<file path="src/rtl/display_arb_pkg.sv">
// Shared types and widths for the seven-segment display arbiter.
// disp_data nibble n drives seg n; nibble 7 is bits 31:28, nibble 0 is bits 3:0.
package display_arb_pkg;

    localparam int unsigned NIB_W  = 4;
    localparam int unsigned NUM_NIB = 8;
    localparam int unsigned DISP_W = NUM_NIB * NIB_W;

    typedef enum logic [1:0] {
        StIdle = 2'd0,
        StHold = 2'd1,
        StOpen = 2'd2
    } arb_state_e;

endpackage

</file>
<file path="src/rtl/dwell_timer.sv">
// Minimum-dwell timer: prescaler into a tick counter; a single-cycle expired pulse
// fires DWELL_TICKS*TICK_DIV cycles after the start edge, then idles until restarted.
module dwell_timer #(
    parameter int unsigned TICK_DIV    = 100000,
    parameter int unsigned DWELL_TICKS = 500
) (
    input  logic clk,
    input  logic reset,
    input  logic start,
    output logic expired
);

    localparam int unsigned PW = (TICK_DIV > 1) ? $clog2(TICK_DIV) : 1;
    localparam int unsigned TW = $clog2(DWELL_TICKS + 1);
    localparam logic [PW-1:0] PRE_MAX   = PW'(TICK_DIV - 1);
    localparam logic [TW-1:0] TICK_LAST = TW'(DWELL_TICKS - 1);

    logic [PW-1:0] r_pre;
    logic [TW-1:0] r_ticks;
    logic          r_run;
    logic          w_tick;

    assign w_tick  = (r_pre == PRE_MAX);
    // Decoded from registers so the FSM acts on the edge that completes the dwell.
    assign expired = r_run && w_tick && (r_ticks == TICK_LAST);

    always_ff @(posedge clk or negedge reset) begin
        if (!reset) begin
            r_pre   <= '0;
            r_ticks <= '0;
            r_run   <= 1'b0;
        end else if (start) begin
            r_pre   <= '0;
            r_ticks <= '0;
            r_run   <= 1'b1;
        end else if (r_run) begin
            if (expired) begin
                r_run <= 1'b0;
            end
            if (w_tick) begin
                r_pre   <= '0;
                r_ticks <= r_ticks + 1'b1;
            end else begin
                r_pre <= r_pre + 1'b1;
            end
        end
    end

endmodule

</file>
<file path="src/rtl/display_arbiter.sv">
// Round-robin arbiter with minimum dwell sharing the 8-digit display between requesters;
// the owner's value is tracked live while it keeps requesting and frozen once it lets go.
module display_arbiter
    import display_arb_pkg::*;
#(
    parameter int unsigned NUM_REQ     = 4,
    parameter int unsigned TICK_DIV    = 100000,
    parameter int unsigned DWELL_TICKS = 500
) (
    input  logic                      clk,
    input  logic                      reset,
    input  logic [NUM_REQ-1:0]        req,
    input  logic [NUM_REQ*DISP_W-1:0] data_in,
    output logic [NUM_REQ-1:0]        grant,
    output logic [2:0]                owner,
    output logic [DISP_W-1:0]         disp_data,
    output logic                      disp_valid
);

    localparam int unsigned IW = (NUM_REQ > 1) ? $clog2(NUM_REQ) : 1;

    arb_state_e          r_state;
    logic [NUM_REQ-1:0]  r_grant;
    logic [IW-1:0]       r_owner;
    logic [IW-1:0]       r_last;
    logic [DISP_W-1:0]   r_data;
    logic                r_valid;

    logic                w_expired;
    logic [NUM_REQ-1:0]  w_owner_oh;
    logic [NUM_REQ-1:0]  w_req_oth;
    logic                w_owner_live;
    logic [DISP_W-1:0]   w_live_data;
    logic                w_any;
    logic [IW-1:0]       w_any_idx;
    logic                w_oth;
    logic [IW-1:0]       w_oth_idx;
    logic                w_do_grant;
    logic [IW-1:0]       w_grant_idx;
    logic [DISP_W-1:0]   w_grant_data;

    function automatic logic [IW-1:0] rr_idx(input logic [IW-1:0] base, input int unsigned k);
        return IW'((32'(base) + k) % NUM_REQ);
    endfunction

    assign w_owner_oh   = NUM_REQ'(1) << r_owner;
    assign w_req_oth    = req & ~w_owner_oh;
    assign w_owner_live = req[r_owner];
    assign w_live_data  = data_in[32'(r_owner) * DISP_W +: DISP_W];

    // Search starts just after the last winner and wraps, so the previous owner comes last.
    always_comb begin
        w_any     = 1'b0;
        w_any_idx = '0;
        w_oth     = 1'b0;
        w_oth_idx = '0;
        for (int unsigned k = 1; k <= NUM_REQ; k++) begin
            if (!w_any && req[rr_idx(r_last, k)]) begin
                w_any     = 1'b1;
                w_any_idx = rr_idx(r_last, k);
            end
            if (!w_oth && w_req_oth[rr_idx(r_last, k)]) begin
                w_oth     = 1'b1;
                w_oth_idx = rr_idx(r_last, k);
            end
        end
    end

    always_comb begin
        w_do_grant  = 1'b0;
        w_grant_idx = w_oth_idx;
        unique case (r_state)
            StIdle: begin
                w_do_grant  = w_any;
                w_grant_idx = w_any_idx;
            end
            StHold:  w_do_grant = w_expired && w_oth;
            StOpen:  w_do_grant = w_oth;
            default: w_do_grant = 1'b0;
        endcase
    end

    assign w_grant_data = data_in[32'(w_grant_idx) * DISP_W +: DISP_W];

    dwell_timer #(
        .TICK_DIV    (TICK_DIV),
        .DWELL_TICKS (DWELL_TICKS)
    ) u_dwell_timer (
        .clk     (clk),
        .reset   (reset),
        .start   (w_do_grant),
        .expired (w_expired)
    );

    always_ff @(posedge clk or negedge reset) begin
        if (!reset) begin
            r_state <= StIdle;
            r_grant <= '0;
            r_owner <= '0;
            r_last  <= IW'(NUM_REQ - 1);
            r_data  <= '0;
            r_valid <= 1'b0;
        end else if (w_do_grant) begin
            // New grant replaces the old one on the same edge: no gap, never two-hot.
            r_state <= StHold;
            r_grant <= NUM_REQ'(1) << w_grant_idx;
            r_owner <= w_grant_idx;
            r_last  <= w_grant_idx;
            r_data  <= w_grant_data;
            r_valid <= 1'b1;
        end else begin
            unique case (r_state)
                StIdle: begin
                    r_grant <= '0;
                    r_valid <= 1'b0;
                end
                StHold: begin
                    if (w_expired && !w_owner_live) begin
                        r_state <= StIdle;
                        r_grant <= '0;
                        r_valid <= 1'b0;
                    end else begin
                        if (w_expired) begin
                            r_state <= StOpen;
                        end
                        r_grant <= w_owner_live ? w_owner_oh : '0;
                        if (w_owner_live) begin
                            r_data <= w_live_data;
                        end
                    end
                end
                StOpen: begin
                    if (!w_owner_live) begin
                        r_state <= StIdle;
                        r_grant <= '0;
                        r_valid <= 1'b0;
                    end else begin
                        r_data <= w_live_data;
                    end
                end
                default: begin
                    r_state <= StIdle;
                    r_grant <= '0;
                    r_valid <= 1'b0;
                end
            endcase
        end
    end

    assign grant      = r_grant;
    assign owner      = 3'(r_owner);
    assign disp_data  = r_data;
    assign disp_valid = r_valid;

endmodule

</file>
<file path="config.mk">
export PLATFORM = sky130hd
export DESIGN_NAME = display_arbiter
export DESIGN_NICKNAME = d
export VERILOG_FILES = /design/src/rtl/display_arb_pkg.sv /design/src/rtl/dwell_timer.sv /design/src/rtl/display_arbiter.sv
export SDC_FILE = /design/constraint.sdc
export NUM_CORES = 1
export LEC_CHECK = 0
export ABC_AREA = 1
export ABC_CLOCK_PERIOD_IN_PS = 2500
export BUFFER_PORTS_ARGS = -buffer_cell sky130_fd_sc_hd__buf_2
export CAP_MARGIN = 20
export CORE_UTILIZATION = 40
export DETAILED_ROUTE_END_ITERATION = 10
export PLACE_DENSITY_LB_ADDON = 0.05
export SLEW_MARGIN = 20
export SYNTH_ARGS = -nofsm -noshare
export SYNTH_HDL_FRONTEND = slang
export SYNTH_SLANG_ARGS = --single-unit
</file>
<file path="constraint.sdc">
create_clock -name clk -period 2.5 [get_ports clk]
set_clock_uncertainty 0.05 [all_clocks]
set_input_delay 0.25 -clock clk [delete_from_list [all_inputs] [get_ports clk]]
set_output_delay 0.25 -clock clk [all_outputs]
set_load 0.03 [all_outputs]
</file>
Word level (Yosys, flattened, before mapping)
Cells that the tools add are included.
W data, S select, Z words.
Operators by class
  add/sub/neg operators: 6
  magnitude comparators: 5
  equality and inequality tests: 9
  shift-type cells: 4
  mux-type cells: 63
  bitwise logic cells: 2
  reduce and logical (&&, ||, !) cells: 25
Operators with widths (count)
  $shiftx A128 B8 Y32: 2
  $mux W32: 3
  $pmux W32 S2: 1
  $mux W17: 3
  $mux W9: 3
  $mux W2: 13
  $mux W1: 23
  $bmux W1 S2: 9
  $add A17 B1 Y17 const B: 1
  $eq A17 B17 Y1 const B: 1
  $mux W4: 4
  $lt A2 B3 Y1 const B: 5
  $logic_and A1 B1 Y1: 10
  $add A9 B1 Y9 const B: 1
  $eq A9 B9 Y1 const B: 1
  $ne A3 B2 Y1 const B: 3
  $pmux W4 S2: 1
  $shl A1 B2 Y4 const A: 2
  $logic_not A1 Y1: 7
  $pmux W2 S3: 1
  $reduce_and A2 Y1: 3
  $add A2 B1 Y2 const B: 2
  $add A2 B2 Y2 const B: 2
  $and A4 B4 Y4: 1
  other kinds (11): 12
Word-level totals
  flip-flop bits (word level): 70
  input port bits: 134
  output and inout bits: 40
  word-level logic and storage cells: 123

Longest topological paths before layout
Gate-level depths: netlist of run 1.
  word-level depth: 19
  depth in mapped cells: 22
  depth with buffers taken out: 19

By module
A second synthesis of run 1 with hierarchy kept.
Second synthesis, totals
  cell total of the unflattened synthesis: 784
  area, all modules: 5142.4 µm²
By module, submodules not included
  display_arbiter: times used 1, cells each 525, area each 3345.7 µm², sequential area each 1078.5 µm²
  dwell_timer: times used 1, cells each 259, area each 1796.7 µm², sequential area each 675.6 µm²

Worst setup path after synthesis of run 1
OpenSTA, ideal clock, no wires.
  path kind: register -> register
  start: register r_last[1]
  end: register r_data[15] (netlist: disp_data[15])
  library setup time: 117 ps
  arrival: 2163 ps
  setup slack: 171 ps
  cell stages (with the launch flop): 21
  path buffers: 3
  period minus slack after synthesis: 2329 ps
  path through: dfstp_2 buf_4 inv_2 nand2_1 nand2_4 nand2_1 nand2_1 nor2_4 nand3_2 nand2_2 nand2_1 nand2_2 nand2_1 nand2_1 buf_4 buf_4 nand2_1 nand3_1 nand2_1 nand2_1 nand2_1
Between the ends
  longest elaborated chain between the ends: 17
RTL lines
  start, declared: RTL line display_arbiter.sv:25  | logic [IW-1:0] r_last;
  start signal, assigned: RTL line display_arbiter.sv:100  | r_last <= IW'(NUM_REQ - 1);
  start signal, assigned: RTL line display_arbiter.sv:108  | r_last <= w_grant_idx;
  branches (longest 17 deep; another with $add A2 B1 Y2)
  end signal, assigned: RTL line display_arbiter.sv:109  | r_data <= w_grant_data;
  end signal, assigned: RTL line display_arbiter.sv:128  | r_data <= w_live_data;
  end signal, assigned: RTL line display_arbiter.sv:138  | r_data <= w_live_data;
  end, declared: RTL line display_arbiter.sv:26  | logic [DISP_W-1:0] r_data;
Parallel ways; which one is timed is not known. The select of a mux whose other input is x is not followed.
A chain may end at the register's enable or synchronous reset.

Worst setup path after layout of run 1
  start: register r_last[0]
  end: register r_data[19] (netlist: disp_data[19])
Same word-level chain as after synthesis.

==> results of run 1 <==
## cell usage in the layout, fill, tap and decap left out, drive strengths merged
cell         instances
o31ai                4
clkinv               1
a21oi               28
a31oi                2
o41ai                1
inv                175
o21ai               18
and3                 1
o211ai               1
dfrtp               68
nand3              169
nor2                41
dlygate4sd3          1
nand4               10
xnor2                2
nand3b               1
nand2              292
conb                 1
nor4                 2
xor2                 4
nor3                 5
nor3b                1
buf                242
and2                 1
clkbuf              25
dfstp                2
ha                   6
## through the flow
step,instance area (um^2),hold slack (ns)
final,7710,0.246
after global routing,7710,0.275
after CTS,7220,0.236
after detailed placement,6900,0.192
after global placement,6900,0.194
after floorplan,5420,-0.0956
## metal layers
layer	GRT usage	share of wire	vias up
li1	-	-	3152
met3	0.0434	0.044	19
met5	0	0	-
met1	0.315	0.47	2718
met4	0.0807	0.015	0
met2	0.391	0.47	148
## cells in the mapped netlist, types with 3 or more instances
library cell	number	area share
sky130_fd_sc_hd__nand3_1	167	0.15
sky130_fd_sc_hd__a21oi_1	26	0.024
sky130_fd_sc_hd__buf_6	3	0.0062
sky130_fd_sc_hd__inv_1	167	0.12
sky130_fd_sc_hd__buf_2	20	0.018
sky130_fd_sc_hd__o31ai_2	4	0.0092
sky130_fd_sc_hd__nor2_1	37	0.026
sky130_fd_sc_hd__o21ai_1	3	0.0028
sky130_fd_sc_hd__nand2_2	4	0.0046
sky130_fd_sc_hd__nand4_1	10	0.012
sky130_fd_sc_hd__buf_4	13	0.018
sky130_fd_sc_hd__nand2_1	287	0.20
sky130_fd_sc_hd__inv_2	6	0.0042
sky130_fd_sc_hd__clkbuf_1	5	0.0035
sky130_fd_sc_hd__ha_1	6	0.014
sky130_fd_sc_hd__o21ai_0	13	0.012
sky130_fd_sc_hd__xor2_1	4	0.0065
sky130_fd_sc_hd__dfrtp_1	68	0.31
sky130_fd_sc_hd__nor3_1	5	0.0046
## power by group through the flow
stage | sequential (mW) | combinational [mW] | clock (mW)
CTS | 1.87 | 8.75 | 1.26
global route | 1.93 | 11.2 | 1.31
detailed placement | 1.87 | 8.66 | 0
floorplan | 2.43 | 5.29 | 0
global placement | 1.89 | 8.63 | 0
finish | 1.88 | 10.2 | 1.23
## state kept, by name (all words and copies together) (netlist names)
signal                 cells
disp_data                 32
u_dwell_timer.r_pre       17
u_dwell_timer.r_ticks      9
grant                      4
r_last                     2
r_owner                    2
r_state                    2
disp_valid                 1
u_dwell_timer.r_run        1
## repair_timing
action | CTS | global route
pin swaps | 0 | 16
hold buffers | 1 | 0
setup buffers | 0 | 6
resized for setup | 6 | 53
hold endpoints to repair | 31 | 0
gates cloned | 0 | 10
endpoints found under the setup margin | 34 | 62
## path summary, 6_finish.rpt
path / startpoint / to / slack, ns
max in group asynchronous: reset / disp_data[24] / 1.45
setup reg to reg: r_last[0] / disp_data[19] / 0.005
min in group asynchronous: reset / grant[2] / 0.37
setup / recovery: r_last[0] / disp_data[19] / 0.005
hold reg to reg: disp_data[16] / disp_data[16] / 0.42
hold / removal: data_in[36] / disp_data[4] / 0.25
## logic make-up after synthesis
family / count (synthesis) / share of synthesized area
DFF: 70 / 0.324
adders and majority gates: 6 / 0.0138
buffers and inverters: 216 / 0.168
xor gates and xnor gates: 6 / 0.00969
AOI/OAI and AO/OA: 54 / 0.0625
other: 1 / 0.000692
and+or+nand+nor: 523 / 0.421
## critical path, cell delays in order, from the launching register on
cell                        delay (ns)
sky130_fd_sc_hd__dfstp_2          0.65
sky130_fd_sc_hd__inv_4            0.09
sky130_fd_sc_hd__nand2_4          0.07
sky130_fd_sc_hd__nand2_4          0.07
sky130_fd_sc_hd__inv_4            0.07
sky130_fd_sc_hd__nand2_1          0.06
sky130_fd_sc_hd__nand2_2          0.08
sky130_fd_sc_hd__inv_2            0.06
sky130_fd_sc_hd__nand3_2          0.08
sky130_fd_sc_hd__nand2_2          0.08
sky130_fd_sc_hd__a21oi_4          0.19
sky130_fd_sc_hd__nand3_4          0.17
sky130_fd_sc_hd__nand2_8          0.19
sky130_fd_sc_hd__clkbuf_16        0.19
sky130_fd_sc_hd__nand2_1          0.06
sky130_fd_sc_hd__nand3_1          0.07
sky130_fd_sc_hd__nand2_1          0.05
sky130_fd_sc_hd__nand2_1          0.06
sky130_fd_sc_hd__nand2_1          0.05
## cell type report
type | count | area, um^2
Timing Repair Buffer | 253 | 1850
Multi-Input combinational cell | 590 | 2930
Clock inverter | 1 | 5.00
Inverter | 175 | 669
Sequential cell | 70 | 1750
Fill cell | 1349 | 5540
Tap cell | 176 | 220
Clock buffer | 15 | 278
==> flow_results.org, run 1 <==
** Die
- The floorplan step set the die height to 118 um.
- Full die area :: 14,000 um^2
- Ports :: 174
- The total area inside the core boundary comes to 13,200 um^2.
- Die X :: 118 um
- Floorplan row count :: 42
- Initial core utilization :: 0.409

** Place
- Last weighted congestion value of the routability-driven placer :: 0.903
- DP Worst Slack :: -0.0799 ns
- Once placement completed, the tool counted placed cells totaling 1,247.
- Count of buffers inserted at the top-level ports :: 172
- Total half-perimeter wirelength after legalization and detailed placement :: 12,500 um

** CTS
- Buffers from clock root to sink, at most :: 2
- TritonCTS built the clock tree.
- Register clock-pin slew on the reported worst setup and hold paths :: 0.06 ns
- The clock net in this run drives a total of 70 sinks.
- Total clock buffers created by CTS :: 9
- In this run the clock root is driven by a sky130_fd_sc_hd__clkbuf_16.
- For the worst-skew pair, the clock arrives at the later sink with an insertion delay of 0.34 ns.
- H-tree levels :: 3

** Critical path
- STA classifies the critical path startpoint as a flip-flop.
- For the worst setup path, the data arrival time is 2.68 ns.
- The critical path is of the flip-flop to flip-flop type.
- For the worst flop-to-flop path, the logic depth is 18.
- Of all nets on the critical path, the largest fanout is 14.
- Data required time at the worst endpoint :: 2.68 ns
- STA classifies the critical path endpoint as a flip-flop.

** Routing
- DRC violations left :: 0
- Routed wire per std cell :: 13.3 um
- Initial DRC count :: 308
- Total routed wirelength :: 17,000 um
- Total number of vias :: 6,037
- The first detailed-routing pass took 4 iterations.
- The count of nets left with antenna violations once routing finished came out at 0.
- Using the TritonRoute via totals, the vias-per-cell ratio works out to 4.72.

** Synth
- Synthesis produced a netlist whose cell count is 876.
- After synthesis, the share of flip-flops with an asynchronous set or reset is 1.00.
- Most used flip-flop cell after synthesis :: sky130_fd_sc_hd__dfrtp_1
- Post-synth EDFFs :: 0
- Synth Area per Inst :: 6.19 um^2
- Of the synthesized area, sequential elements account for 0.324.
- Netlist cell types :: 40
- Flop and latch count out of synthesis :: 70
- The number of nets handed over by synthesis was 1,016.
- Syn Std Cell Area :: 5420 um^2
- Yosys warning total :: 0

** Global route
- Global-route wire length before repair :: 26,900 um
- The via count of the first global-routing pass was 5,667.
- Global routing finished with a remaining overflow of 0.
- The number of antenna violations at the first check in global routing was 0.
- GRT Resource Usage Total :: 0.238
- Largest net degree at the start of global routing :: 41

** Pwr
- The share of total power dissipated in the clock network is 0.092.
- Of the total power, combinational logic draws 0.766.
- The internal power of the cells totals 6.67 mW.
- Maximum resistive drop on vdd :: 0.000862 V
- Power comes to 13.3 mW.
- Leakage dissipation :: 4.55 nW
- Sw frac :: 0.499
- Net switching power of the design :: 6.64 mW
- The share of total power dissipated in sequential elements is 0.141.
- Power spread over the standard cell area amounts to 1730 nW/um^2.

** Timing
- RSZ-0062 raised after global routing :: yes
- Min Tclk post-route :: 2.50 ns
- Setup total negative slack on the finished layout was measured at 0 ns.
- In the finished design, the share of the clock period the worst path needs comes to 0.998.
- Once routing completed, OpenROAD measured the worst setup slack at 0.00455 ns.
- Slew Limit Fails :: 0
- Static timing analysis puts the maximum clock frequency at 401 MHz.
- Final Hold Viols :: 0
- Setup violations remaining at the end of the flow were counted as 0.

** Run
- Max-cap viol count :: 0

** Final layout
- Fin cells :: 1,280
- Utilization after layout :: 0.582
- Final-stage net count :: 1,239
- Of the cells placed in the final design, the portion with a size suffix greater than 1 is 0.300.
- The number of antenna diodes in the final layout is 0.
- The area growth from synthesis to layout is 42.1%.

** Outcome
- Outcome :: completed

** Min path
- The tightest min-delay check is of the input pin to flip-flop type.
- Hold Path Depth :: 7
Note: power is estimated with default switching activity, not from simulation.
==> inputs of run 2 (changes only) <==
--- a/config.mk
+++ b/config.mk
@@ -7,5 +7,5 @@
 export LEC_CHECK = 0
 export ABC_AREA = 1
-export ABC_CLOCK_PERIOD_IN_PS = 2500
+export ABC_CLOCK_PERIOD_IN_PS = 2400
 export BUFFER_PORTS_ARGS = -buffer_cell sky130_fd_sc_hd__buf_2
 export CAP_MARGIN = 20
==> constraint.sdc (replaced) <==
create_clock -name clk -period 2.4 [get_ports clk]
set_clock_uncertainty 0.05 [all_clocks]
set_input_delay 0.6 -clock clk [delete_from_list [all_inputs] [get_ports clk]]
set_output_delay 0.6 -clock clk [all_outputs]
set_load 0.03 [all_outputs]
==> run 2 against run 1 <==
Effect of this change: the flow now finishes with violations (negative setup slack); critical path depth down 1; register-to-register slack worse by 0.09 ns; die area unchanged; maximum frequency up 0.57%; sequential power up 5%; largest cell class unchanged.
==> flow_results.org, run 2 (synthesized netlist as in run 1, its figures left out) <==
** Outcome
- Outcome :: finished, violations left
- Violations in the final reports :: negative setup slack

** Critical path
- R2r startpoint :: r_last[0]
- Number of cells on the worst reg-to-reg path :: 17 (-1)
- The worst setup path is launched from a flip-flop.
- The peak fanout along the critical path was 16 (+2).
- Critical path endpoint category :: flip-flop
- Arrival time at the worst endpoint :: 2.66 ns (-0.02 ns)
- Type of the setup path with the least slack :: flip-flop to flip-flop
- The endpoint identified for the worst register-to-register timing path is disp_data[0].
- The worst path required time came to 2.58 ns (-0.10 ns).
- The setup slack of the worst register-to-register path came to -0.08 ns (-0.09 ns).

** Pwr
- The overall power was 13.5 mW (+1.3%).
- The maximum VDD drop is 0.00107 V (+24%).
- The power density normalized to cell area came to 1770 nW/um^2 (+2.3%).
- The static power due to leakage came to 4.53 nW (-0.30%).

** CTS
- The total number of clock tree sinks came to 70 (unchanged).
- Skew-Pair Late Insertion Delay :: 0.34 ns (about the same)
- The buffer levels on the longest clock path was 2 (unchanged).
- CTS tree :: done
- In this run the clock root is driven by a sky130_fd_sc_hd__clkbuf_16.
- H-tree levels :: 3 (unchanged)
- The clock-pin slew of the registers on the worst-case setup and hold paths was 0.06 ns (about the same).
- The count of hold-fix buffers inserted at cts is 0 (-1).
- The number of clock buffers inserted by TritonCTS is 9 (unchanged).

** Timing
- The number of pins with negative max-slew slack in the final report is 0 (unchanged).
- Final setup slack of the worst path :: -0.0812 ns (-0.0858 ns)
- The final number of hold-violating endpoints is 0 (unchanged).
- The number of failing setup endpoints in the final timing report was 33 (+33).
- Final-layout setup total negative slack :: -1.10 ns (-1.10 ns)
- Share of the clock period used by the worst path after layout :: 1.03 (+0.0357)
- The final critical-path required period was 2.48 ns (-0.0142 ns).
- The maximum clock frequency was 403 MHz (+0.57%).
- RSZ-0062 raised after global routing :: yes

** Global route
- The overall routing resource usage is 0.238 (-0.000575).
- The via count of the first global-routing pass is 5,576 (-1.6%).
- Largest net degree at the start of global routing :: 42 (+2.4%)
- The first-pass GRT wire length is 26,800 um (-0.54%).
- Antenna violations before repair :: 0 (unchanged)
- The remaining global-route overflow is 0 (unchanged).

** Place
- Number of cells in the design after placement :: 1,259 (+0.96%)
- The final HPWL from detailed placement was 12,300 um (-1.2%).
- Standard cell area after detailed placement :: 6960 um^2 (+0.94%)
- The placement-stage worst setup slack came to -0.257 ns (-0.177 ns).
- The count of input and output buffers was 172 (unchanged).
- The final RePlAce weighted congestion is 0.846 (-6.3%).

** Final layout
- The number of flip-flops in the largest register came to 32 (unchanged).
- Leaving out fill and tap cells, the most frequent cells in the layout are 278 x sky130_fd_sc_hd__nand2_1, 171 x sky130_fd_sc_hd__buf_2, 167 x sky130_fd_sc_hd__inv_1.
- The number of diodes is 0 (unchanged).
- Fin cells :: 1,284 (+0.31%)
- The final layout net count came to 1,243 (+0.32%).
- The area growth from synthesis to layout is 40.7%.
- The cell area after layout came to 7630 um^2 (-1.0%).
- The count of fill cells added during filler insertion was 1,390 (+3.0%).
- Layout cell share with drive strength beyond 1 :: 0.292 (-0.00740)
- Most common cell after layout, fill and taps aside :: sky130_fd_sc_hd__nand2_1

** Routing
- The overall via count from detail_route came to 6,067 (+0.50%).
- Routed wire per std cell :: 12.9 um (-3.2%)
- Vias per inst :: 4.73 (+0.18%)
- Total routed wirelength :: 16,600 um (-2.9%)
- First drt pass iteration count :: 5 (+1)
- The count of antenna-violating nets left after detailed routing is 0 (unchanged).
- Initial DRC count :: 240 (-22%)
- The DRC violation count after routing is 0 (unchanged).

** Die
- Initial core utilization :: 0.409 (unchanged)
- The total die area was 14,000 um^2 (unchanged).
- The standard-cell row count came to 42 (unchanged).
- The number of top-level pins came to 174 (unchanged).
- The area of the core is 13,200 um^2 (unchanged).
- The die extent in y was 118 um (unchanged).
- The die width came to 118 um (unchanged).

** Run
- Max-cap viol count :: 0 (unchanged)

** Min path
- The worst hold path belongs to the class input pin to async pin.
==> run 2: changes by cell type in the layout (fill, tap and decap cells not counted), moves of 4 or more <==
cell and change:
sky130_fd_sc_hd__clkbuf_16 -6, sky130_fd_sc_hd__nand2_1 +7, sky130_fd_sc_hd__nand3_2 -6, sky130_fd_sc_hd__a21oi_1 +4, sky130_fd_sc_hd__buf_4 +16, sky130_fd_sc_hd__a21oi_2 -4
sky130_fd_sc_hd__buf_12 -4, sky130_fd_sc_hd__nand2_2 -7, sky130_fd_sc_hd__nand3_1 +5
==> run 2: worst max-delay path by stage <==
stage | endpoint | slack [ns] | startpoint | cells after the start
floorplan | disp_data[15] | 0.07 | r_last[1] | 20
global placement | disp_data[0] | -0.27 | req[3] | 17
detailed placement | disp_data[0] | -0.26 | req[3] | 17
CTS | disp_data[0] | -0.09 | r_last[0] | 18
global route | disp_data[1] | -0.27 | r_last[0] | 15
finish | disp_data[0] | -0.08 | r_last[0] | 17
==> run 2: per-layer routing <==
layer | part of all wire | global-route usage | vias to the layer above
met2 | 0.49 | 0.411 | 170
met4 | 0.020 | 0.0878 | 0
li1 | - | - | 3161
met5 | 0 | 0 | -
met1 | 0.45 | 0.298 | 2714
met3 | 0.047 | 0.0391 | 22
==> run 2: area by class of cell <==
| type | count | area [um^2] | area share |
|---|---|---|---|
| Multi-Input combinational cell | 590 | 2890 | 0.379 |
| Sequential cell | 70 | 1750 | 0.230 |
| Timing Repair Buffer | 257 | 1740 | 0.228 |
| Inverter | 175 | 672 | 0.0881 |
| Clock buffer | 11 | 253 | 0.0331 |
| Tap cell | 176 | 220 | 0.0289 |
| Clock inverter | 5 | 105 | 0.0138 |
==> run 2: timing repair <==
action	in CTS	in global routing
resized for setup	17	23
pin swaps	4	4
cloned	1	4
setup buffers	1	3
setup endpoints to repair	41	65
==> run 2: worst max-delay path: stages (launching register included) <==
cell and delay, ns:
sky130_fd_sc_hd__dfstp_2 0.60, sky130_fd_sc_hd__nand2_1 0.11, sky130_fd_sc_hd__nand2_4 0.11, sky130_fd_sc_hd__inv_4 0.06, sky130_fd_sc_hd__nand2_1 0.09, sky130_fd_sc_hd__nand2_2 0.07, sky130_fd_sc_hd__nor2_4 0.13, sky130_fd_sc_hd__nand3_4 0.10
sky130_fd_sc_hd__nand2_4 0.09, sky130_fd_sc_hd__a21oi_4 0.08, sky130_fd_sc_hd__buf_4 0.16, sky130_fd_sc_hd__o21ai_4 0.20, sky130_fd_sc_hd__inv_4 0.08, sky130_fd_sc_hd__buf_12 0.16, sky130_fd_sc_hd__nand3_1 0.11, sky130_fd_sc_hd__nand2_1 0.07
sky130_fd_sc_hd__nand2_1 0.06, sky130_fd_sc_hd__nand2_1 0.04
==> run 2: where the power goes <==
| group | leakage (nW) | switching (mW) | internal [mW] |
|---|---|---|---|
| sequential | 0.892 | 0.311 | 1.67 |
| clock | 0.168 | 0.517 | 1.07 |
| combinational | 3.47 | 5.91 | 4.00 |
| total | 4.53 | 6.73 | 6.74 |
==> run 2: stage by stage <==
step	utilization	hold slack (ns)
after floorplan	-	0.254
after global placement	0.526	0.407
after detailed placement	0.526	0.417
after CTS	0.560	0.110
after global routing	0.576	0.119
final	0.576	0.111
==> inputs of run 3 (changes only) <==
Settings changed: MAX_ROUTING_LAYER set to met4.
==> run 3 against run 2 <==
Effect of this change: the flow still finishes with violations (negative setup slack); first-iteration DRC count rose by 3.3%; sequential power hardly changed; non-clock buffer count is the same; critical path type unchanged; largest power group unchanged; highest routed layer unchanged.
==> flow_results.org, run 3 (synthesized netlist as in run 1, its figures left out) <==
** Outcome
- Outcome :: finished, violations left
- The checks that failed: negative setup slack.

** CTS
- H-tree levels :: 3 (unchanged)
- The buffer levels on the longest clock path is 2 (unchanged).
- TritonCTS built the clock tree.
- The number of clock buffers inserted by TritonCTS was 9 (unchanged).
- The total number of clock tree sinks is 70 (unchanged).
- The clock-pin slew of the registers on the worst-case setup and hold paths was 0.06 ns (about the same).
- Clk root buf :: sky130_fd_sc_hd__clkbuf_16
- Skew-Pair Late Insertion Delay :: 0.34 ns (about the same)

** Routing
- Routed wire per std cell :: 12.9 um (about the same)
- The number of DRC markers after the initial detailed-route iteration is 248 (+3.3%).
- The final routed wirelength across all metal layers was 16,600 um (about the same).
- The detailed-routing iteration count for the pre-antenna-repair pass is 4 (-1).
- DRC violations left :: 0 (unchanged)
- The detailed-route vias per instance is 4.74 (+0.25%).
- Residual antenna-violating net count after detailed routing :: 0 (unchanged)
- The overall via count from detail_route was 6,082 (+0.25%).

** Timing
- Final Hold Viols :: 0 (unchanged)
- Slew Limit Fails :: 0 (unchanged)
- The period utilization came to 1.03 (about the same).
- RSZ-0062 raised after global routing :: yes
- Final setup viols :: 33 (unchanged)
- The final critical-path required period is 2.48 ns (+0.000314 ns).
- The final setup slack of the worst path was -0.0815 ns (-0.000314 ns).
- Highest Clock Rate :: 403 MHz (about the same)

** Critical path
- The endpoint identified for the worst register-to-register timing path is disp_data[0].
- In this run the critical register-to-register path is launched from r_last[0].
- Critical path endpoint category :: flip-flop
- Slowest stage cell, crit path :: sky130_fd_sc_hd__dfstp_2
- Nature of the critical path startpoint :: flip-flop
- Arrival time at the worst endpoint :: 2.66 ns (about the same)
- The critical path is of the flip-flop to flip-flop type.
- The worst path required time was 2.58 ns (about the same).
- Largest fanout of any net on the critical path :: 16 (unchanged)
- Register-to-register path setup slack :: -0.08 ns (about the same)
- Largest stage delay, worst path :: 0.60 ns (about the same)
- The number of buffer and inverter instances along the worst setup path came to 4 (unchanged).
- Walking the worst path, the cells encountered are nand2_1 -> nand2_4 -> inv_4 -> nand2_1 -> nand2_2 -> nor2_4 -> nand3_4 -> nand2_4 -> a21oi_4 -> buf_4 -> o21ai_4 -> inv_4 -> buf_12 -> nand3_1 -> nand2_1 -> nand2_1 -> nand2_1.
- The cell family contributing the most delay on the critical path is simple AND/OR/NAND/NOR gates.
- The most numerous cell type found on the critical path is sky130_fd_sc_hd__nand2_1.
- Number of cells on the worst reg-to-reg path :: 17 (unchanged)

** Global route
- The via count of the first global-routing pass is 5,579 (+0.054%).
- Largest net degree at the start of global routing :: 42 (unchanged)
- The number of antenna violations at the first check in global routing is 0 (unchanged).
- GRT Resource Usage Total :: 0.245 (+0.00693)
- The remaining global-route overflow was 0 (unchanged).
- The first-pass GRT wire length was 26,700 um (-0.10%).

** Run
- The max-cap check violation count came to 0 (unchanged).

** Place
- Standard cell area after detailed placement :: 6960 um^2 (unchanged)
- Total half-perimeter wirelength after legalization and detailed placement :: 12,300 um (unchanged)
- Last weighted congestion value of the routability-driven placer :: 0.860 (+1.6%)
- DP Worst Slack :: -0.257 ns (unchanged)
- Count of buffers inserted at the top-level ports :: 172 (unchanged)

** Final layout
- The growth of design area from synthesis to finish came to 40.7% (unchanged).
- The final layout net count came to 1,243 (unchanged).
- The cell area after layout was 7630 um^2 (unchanged).
- Layout cell share with drive strength beyond 1 :: 0.292 (unchanged)
- Leaving out fill and tap cells, the most frequent cell in the layout is sky130_fd_sc_hd__nand2_1.
- The number of diodes was 0 (unchanged).
- Max reg flops :: 32 (unchanged)
- FILL cells :: 1,390 (unchanged)
- Top library cells by usage in the layout, fill and taps aside :: 278 x sky130_fd_sc_hd__nand2_1, 171 x sky130_fd_sc_hd__buf_2, 167 x sky130_fd_sc_hd__inv_1

** Die
- Die X :: 118 um (unchanged)
- The area of the core was 13,200 um^2 (unchanged).
- The standard-cell row count is 42 (unchanged).
- The die extent in y was 118 um (unchanged).
- Full die area :: 14,000 um^2 (unchanged)
- Ports :: 174 (unchanged)
- Initial core utilization :: 0.409 (unchanged)

** Min path
- The min-delay analysis places its worst path in the category input pin to async pin.

** Pwr
- Leakage dissipation :: 4.53 nW (unchanged)
- The power density normalized to cell area is 1770 nW/um^2 (about the same).
- The maximum VDD drop came to 0.00108 V (+0.54%).
run 3: cell counts in the layout (fill, tap and decap cells not counted):
Identical to the previous run, type by type.
run 3: what timing repair did:
| action | CTS | global route |
|---|---|---|
| gates resized for setup | 17 | 23 |
| setup buffers | 1 | 3 |
| cloned | 1 | 4 |
| hold buffers | 0 | 0 |
| endpoints found under the hold margin | 0 | 0 |
| endpoints found under the setup margin | 41 | 65 |
| pin swaps | 4 | 4 |
run 3: final cells by class:
cell class	instances	area [um^2]	area share
Clock buffer	11	253	0.0331
Clock inverter	5	105	0.0138
Inverter	175	672	0.0881
Multi-Input combinational cell	590	2890	0.379
Sequential cell	70	1750	0.230
Tap cell	176	220	0.0289
Timing Repair Buffer	257	1740	0.228
run 3: routing by layer:
| metal | track usage | routed length, um |
|---|---|---|
| met1 | 0.302 | 7400 |
| met2 | 0.410 | 8070 |
| met3 | 0.0333 | 764 |
| met4 | 0.0878 | 340 |
| met5 | - | 0 |
run 3: worst max-delay path by stage:
| stage | start | to | cells past startpoint | slack (ns) |
|---|---|---|---|---|
| 2_1_floorplan | r_last[1] | disp_data[15] | 20 | 0.07 |
| 3_3_place_gp | req[3] | disp_data[0] | 17 | -0.27 |
| 3_5_place_dp | req[3] | disp_data[0] | 17 | -0.26 |
| 4_1_cts | r_last[0] | disp_data[0] | 18 | -0.09 |
| 5_1_grt | r_last[0] | disp_data[1] | 15 | -0.27 |
| 6_report | r_last[0] | disp_data[0] | 17 | -0.08 |
run 3: per-stage QoR:
| stage | total power, mW | hold slack, ns | TNS, ns | util | cells |
|---|---|---|---|---|---|
| after floorplan | 8.03 | 0.254 | 0 | - | 876 |
| after global placement | 10.8 | 0.407 | -8.27 | 0.526 | 1259 |
| after detailed placement | 10.9 | 0.417 | -8.42 | 0.526 | 1259 |
| after CTS | 12.8 | 0.110 | -1.72 | 0.560 | 1277 |
| after global routing | 14.6 | 0.119 | -11.36 | 0.576 | 1284 |
| final | 13.5 | 0.110 | -1.19 | 0.576 | 1284 |
run 3: worst reg2reg max path: cells and delay by family (launching register included):
family	cells	cell delay (ns)
simple gates	11	0.99
buf+inv	4	0.46
flops	1	0.60
compound gates	2	0.28
run 3: where the power goes:
group          leakage [nW]  total, mW  switching (mW)  internal [mW]
sequential            0.892       1.98           0.311           1.67
clock                 0.168       1.58           0.511           1.07
combinational          3.47       9.91            5.91           4.00
total                  4.53       13.5            6.73           6.74
